File: config.mk
export PLATFORM = sky130hd
export DESIGN_NAME = clk_div_ctrl
export DESIGN_NICKNAME = d
export VERILOG_FILES = /design/src/rtl/clk_div_pkg.sv /design/src/rtl/clk_div_upd_hs.sv /design/src/rtl/clk_div_ctrl.sv
export SDC_FILE = /design/constraint.sdc
export NUM_CORES = 1
export LEC_CHECK = 0
export BUFFER_PORTS_ARGS = -buffer_cell sky130_fd_sc_hd__buf_2
export CORE_MARGIN = 3
export CORE_UTILIZATION = 50
export CTS_CLUSTER_SIZE = 14
export DETAILED_ROUTE_END_ITERATION = 16
export HOLD_SLACK_MARGIN = 0.15
export PLACE_DENSITY = 0.83
export SYNTH_ARGS = -nofsm -noshare
export SYNTH_HDL_FRONTEND = slang
export SYNTH_HIERARCHICAL = 1
export SYNTH_SLANG_ARGS = --single-unit
File: constraint.sdc
create_clock -name clk_in -period 5.38 [get_ports clk_in]
set_input_delay 0.269 -clock clk_in [delete_from_list [all_inputs] [get_ports clk_in]]
set_output_delay 0.269 -clock clk_in [all_outputs]
set_load 0.1 [all_outputs]
File: src/rtl/clk_div_pkg.sv
// clk_div_pkg: shared FSM states and divisor limits for the clock-divider controller
package clk_div_pkg;

    typedef enum logic [1:0] {IDLE, RUN, DRAIN} div_state_t;

    localparam int MIN_DIV = 2;

endpackage

File: src/rtl/clk_div_upd_hs.sv
// clk_div_upd_hs: pending-divisor register with valid/ready handshake and err/done pulses
module clk_div_upd_hs
    import clk_div_pkg::*;
#(
    parameter int CNT_W = 8
) (
    input  logic             clk_in,
    input  logic             rst,
    input  logic             div_req,
    input  logic [CNT_W-1:0] div_val,
    input  logic             apply_ok,
    output logic             div_ready,
    output logic             div_err,
    output logic             div_done,
    output logic             load,
    output logic [CNT_W-1:0] pend_div
);

    logic pend_valid;
    logic accept;
    logic bad;

    assign div_ready = !pend_valid;
    assign accept    = div_req && div_ready;
    assign bad       = div_val < CNT_W'(MIN_DIV);
    assign load      = pend_valid && apply_ok;

    always_ff @(posedge clk_in) begin
        if (rst) begin
            pend_valid <= 1'b0;
            pend_div   <= '0;
            div_err    <= 1'b0;
            div_done   <= 1'b0;
        end else begin
            pend_valid <= pend_valid ? !apply_ok : (accept && !bad);
            pend_div   <= accept ? div_val : pend_div;
            div_err    <= accept && bad;
            div_done   <= load;
        end
    end

endmodule

File: src/rtl/clk_div_ctrl.sv
// clk_div_ctrl: runtime-programmable integer clock divider with period-aligned divisor updates
module clk_div_ctrl
    import clk_div_pkg::*;
#(
    parameter int CNT_W   = 8,
    parameter int DEF_DIV = 3
) (
    input  logic             clk_in,
    input  logic             rst,
    input  logic             en,
    input  logic             div_req,
    input  logic [CNT_W-1:0] div_val,
    output logic             div_ready,
    output logic             div_done,
    output logic             div_err,
    output logic [CNT_W-1:0] cur_div,
    output logic [CNT_W-1:0] phase,
    output logic             tick,
    output logic             clk_out,
    output logic             busy
);

    div_state_t       state, state_n;
    logic [CNT_W-1:0] phase_n;
    logic [CNT_W-1:0] cur_div_n;
    logic [CNT_W-1:0] pend_div;
    logic             wrap;
    logic             load;

    assign busy = state != IDLE;
    assign wrap = busy && (phase == cur_div - CNT_W'(1));
    assign tick = wrap;

    clk_div_upd_hs #(.CNT_W(CNT_W)) u_hs (
        .clk_in    (clk_in),
        .rst       (rst),
        .div_req   (div_req),
        .div_val   (div_val),
        .apply_ok  (!busy || wrap),
        .div_ready (div_ready),
        .div_err   (div_err),
        .div_done  (div_done),
        .load      (load),
        .pend_div  (pend_div)
    );

    always_comb begin
        state_n   = en ? RUN : ((busy && !wrap) ? DRAIN : IDLE);
        phase_n   = (busy && !wrap) ? phase + CNT_W'(1) : '0;
        cur_div_n = load ? pend_div : cur_div;
    end

    always_ff @(posedge clk_in) begin
        if (rst) begin
            state   <= IDLE;
            phase   <= '0;
            cur_div <= CNT_W'(DEF_DIV);
            clk_out <= 1'b0;
        end else begin
            state   <= state_n;
            phase   <= phase_n;
            cur_div <= cur_div_n;
            clk_out <= (state_n != IDLE) && (phase_n < (cur_div_n >> 1));
        end
    end

endmodule

==> impl_metrics.json <==
{
  "worst_slew_pin_slew_ns": 0.542,
  "post_synthesis_average_cell_area_um2": 8.80,
  "power_leakage_nw": 0.793,
  "critical_path.endpoint_type": "flip-flop",
  "i_o_buffers": 33,
  "critical_path.max_stage_delay_ns": 0.53,
  "post-cts-setup-buffer-count": 0,
  "timing.final.crit_period_ns": 4.31,
  "routed_wire_length_mm": 3.22,
  "area_growth_syn_to_layout_pct": 16.2,
  "clk_latency_ns": 0.33,
  "timing.fmax_ghz": 0.232,
  "vias": 1319,
  "avgViaCountPerCell": 5.50,
  "die_h_um": 61.5,
  "htree_num_levels": 2,
  "synthAdderAreaFrac": 0.0650,
  "vdd.ir_drop.worst_uv": 176,
  "finish.net_count": 228,
  "maximum_clock_skew_at_final_layout_ns": 0.00719,
  "numPlacedInstances": 231,
  "gpl.final_weighted_congestion": 0.792,
  "worst-path-buf-inv": 0,
  "number_of_antenna_violations_at_the_first_check_in_global_routing": 0,
  "synth_compound_area_frac": 0.101,
  "synth_top_family_by_area": "simple AND/OR/NAND/NOR gates",
  "clock_sinks": 30,
  "detailedPlacementHpwl_mm": 2.46,
  "cts-buffers-inserted": 5,
  "initial_utilization": 0.540,
  "boundaryPins": 34,
  "layout.cells.non_filler": 240,
  "final_max_slew_viol_count": 0,
  "synth_cell_types": 40,
  "p_total_mw": 0.521,
  "global_route.overflow_total": 0,
  "finalHoldViolations": 0,
  "post-route-cell-area_um2": 1790,
  "min-delay-path-class": "in2reg",
  "syn-instance-count": 175,
  "criticalPathCategory": "reg2reg",
  "overall_track_demand_over_capacity_in_global_routing": 0.189,
  "final.period_utilization": 0.801,
  "maxSlewHeadroom": 0.629,
  "synth_xor_xnor_area_share": 0.0853,
  "route.detailed.wl_per_inst_um": 13.4,
  "synthesis.yosys.warnings": 6,
  "crit_family": "simple AND/OR/NAND/NOR gates",
  "crit_required_ns": 5.64,
  "clock_tree.root_cell": "sky130_fd_sc_hd__clkbuf_4",
  "diode_insertion_count_for_antenna_repair": 0,
  "max_cap_viol_count": 0,
  "synth-seq-area-share": 0.390,
  "syn-num-nets": 195,
  "grt_pass1_wl_mm": 5.21,
  "crit_arrival_ns": 4.57,
  "post_route_cells_drive_above_1_share": 0.234,
  "setup_viol_count_final": 0,
  "row_count": 19,
  "chipWidth_um": 61.5,
  "iteration_0_drc_count_of_the_detailed_router": 74,
  "floorplan.core_area_um2": 2850,
  "die_outline_area_um2": 3780,
  "cpMaxStageDelayCell": "sky130_fd_sc_hd__a2111oi_0",
  "synth_simple_gate_area_share": 0.262,
  "clock_buffer_depth": 2,
  "drtPass1Iterations": 4,
  "setup-tns-final_ns": 0,
  "drc": 0,
  "cts_tree": "done",
  "pwr_density_cell_nw_per_um2": 291,
  "number_of_synthesized_register_bits": 30,
  "remaining_number_of_nets_flagged_by_the_antenna_check_after_routing": 0,
  "detailed_place.area_um2": 1700,
  "crit_chain": "or3_4 -> or4_1 -> a21oi_1 -> o2111ai_2 -> nand2_4 -> and2_1 -> mux2i_1 -> ha_1 -> a2111oi_0 -> a211oi_1 -> a2111oi_0 -> nand3_1 -> mux2i_1",
  "largest_net_degree_at_the_start_of_global_routing": 30,
  "outcome": "completed",
  "muxShareOfSynthArea": 0.0520,
  "peak_fanout_along_the_critical_path": 18,
  "worst_setup_path_start_kind": "flip-flop",
  "unrepaired_setup_endpoints_after_global_routing": "false",
  "area_of_the_mapped_netlist_um2": 1540,
  "first_global_vias": 1171,
  "cts.clk_slew.worst_paths_ns": 0.09
}
repair_timing:
action                    4_1_cts  5_1_grt
resized for setup               0        0
hold endpoints to repair        1        0
hold buffers                    1        0
path summary, 6_finish.rpt:
kind	cells past startpoint	startpoint	slack, ns	endpoint
max	13	cur_div[2]$_SDFF_PP0_	1.07	clk_out$_SDFF_PP0_
min	3	div_val[0]	0.17	u_hs/pend_div[0]$_SDFFE_PP0P_
max reg2reg	13	cur_div[2]$_SDFF_PP0_	1.07	clk_out$_SDFF_PP0_
min reg2reg	2	u_hs/pend_div[6]$_SDFFE_PP0P_	0.46	u_hs/pend_div[6]$_SDFFE_PP0P_
state kept, by name (all words and copies together), names as in the netlist:
| register | flops |
|---|---|
| cur_div | 8 |
| u_hs/div_err | 1 |
| phase | 8 |
| u_hs/pend_valid | 1 |
| state | 2 |
| u_hs/div_done | 1 |
| clk_out | 1 |
| u_hs/pend_div | 8 |
stage by stage:
step	worst slack, ns	hold WS, ns	util
after global routing	0.725	0.164	0.628
after floorplan	0.876	0.339	-
after detailed placement	1.09	0.451	0.596
final	1.07	0.172	0.628
after global placement	1.24	0.446	0.596
after CTS	1.06	0.163	0.628
final cells by class:
type,count,area [um^2]
Fill cell,249,1060
Multi-Input combinational cell,130,871
Sequential cell,30,601
Timing Repair Buffer,34,175
Clock buffer,8,78.8
Tap cell,31,38.8
Inverter,7,26.3
routing by layer:
layer  track usage  share of wire  routed length [um]  up-vias
met3        0.0566          0.063                 203        9
met4        0.0818          0.023                  73        0
met2         0.288           0.44                1420       41
met5             0              0                   0        -
li1              -              -                   -      670
met1         0.247           0.47                1520      599
cells in the mapped netlist:
cell	number	area share
sky130_fd_sc_hd__or2_2	1	0.0041
sky130_fd_sc_hd__a21oi_1	9	0.029
sky130_fd_sc_hd__nor4b_1	1	0.0057
sky130_fd_sc_hd__a31o_1	1	0.0057
sky130_fd_sc_hd__nor4_2	1	0.0081
sky130_fd_sc_hd__a31oi_1	2	0.0081
sky130_fd_sc_hd__nor2b_1	3	0.012
sky130_fd_sc_hd__nand2_4	1	0.0073
sky130_fd_sc_hd__o21ai_0	2	0.0065
sky130_fd_sc_hd__o2111ai_2	1	0.0097
sky130_fd_sc_hd__mux2i_1	8	0.052
sky130_fd_sc_hd__and3_1	2	0.0081
sky130_fd_sc_hd__xnor2_1	10	0.057
sky130_fd_sc_hd__ha_1	8	0.065
sky130_fd_sc_hd__o211ai_1	1	0.0049
sky130_fd_sc_hd__and2b_1	2	0.0097
sky130_fd_sc_hd__a21o_1	1	0.0049
sky130_fd_sc_hd__dfxtp_1	30	0.39
sky130_fd_sc_hd__buf_2	4	0.013
sky130_fd_sc_hd__nor3_2	3	0.019
sky130_fd_sc_hd__clkbuf_1	3	0.0073
sky130_fd_sc_hd__or4_1	2	0.0097
sky130_fd_sc_hd__xor2_1	5	0.028
sky130_fd_sc_hd__or3_4	1	0.0073
sky130_fd_sc_hd__nand3_1	5	0.016
sky130_fd_sc_hd__nor2_1	15	0.037
sky130_fd_sc_hd__nor3_1	11	0.036
sky130_fd_sc_hd__and3b_1	1	0.0057
sky130_fd_sc_hd__o31ai_1	1	0.0049
sky130_fd_sc_hd__buf_6	1	0.0073
sky130_fd_sc_hd__a211oi_1	1	0.0049
sky130_fd_sc_hd__o21a_1	1	0.0049
sky130_fd_sc_hd__a211o_1	1	0.0057
sky130_fd_sc_hd__inv_1	7	0.017
sky130_fd_sc_hd__and2_1	2	0.0081
sky130_fd_sc_hd__nand2_1	22	0.054
sky130_fd_sc_hd__and4b_1	1	0.0065
sky130_fd_sc_hd__or3_1	1	0.0041
sky130_fd_sc_hd__nand2b_1	1	0.0041
sky130_fd_sc_hd__a2111oi_0	2	0.011
kinds of logic after synthesis:
| group | after synthesis |
|---|---|
| AO/OA/AOI/OAI | 23 |
| XOR/XNOR | 15 |
| adder cells (fa/ha/maj) | 8 |
| buffers and inverters | 15 |
| flip-flops | 30 |
| multiplexers | 8 |
| AND/OR/NAND/NOR | 76 |
tightest hold or removal path: stages:
cell and delay (ns):
sky130_fd_sc_hd__buf_2 0.09, sky130_fd_sc_hd__nand2_1 0.04, sky130_fd_sc_hd__a21oi_1 0.05
layout by cell type, fill, tap and decap left out, types with 3 or more instances in the layout:
master / netlist / layout
sky130_fd_sc_hd__nor3_1: 11 / 11
sky130_fd_sc_hd__inv_1: 7 / 7
sky130_fd_sc_hd__clkbuf_4: 0 / 5
sky130_fd_sc_hd__dfxtp_1: 30 / 30
sky130_fd_sc_hd__xnor2_1: 10 / 10
sky130_fd_sc_hd__xor2_1: 5 / 5
sky130_fd_sc_hd__nand3_1: 5 / 5
sky130_fd_sc_hd__mux2i_1: 8 / 8
sky130_fd_sc_hd__clkbuf_8: 0 / 3
sky130_fd_sc_hd__buf_2: 4 / 33
sky130_fd_sc_hd__nand2_1: 22 / 22
sky130_fd_sc_hd__nor2b_1: 3 / 3
sky130_fd_sc_hd__nor2_1: 15 / 15
sky130_fd_sc_hd__ha_1: 8 / 8
sky130_fd_sc_hd__a21oi_1: 9 / 9
sky130_fd_sc_hd__nor3_2: 3 / 3
power by group:
part	total, mW	switching (mW)	leakage (nW)	internal [mW]
logic	0.116	0.0847	0.503	0.0310
registers	0.241	0.00913	0.245	0.232
clock network	0.164	0.0752	0.0446	0.0892
total	0.521	0.169	0.793	0.352
Note: power is estimated with default switching activity, not from simulation.
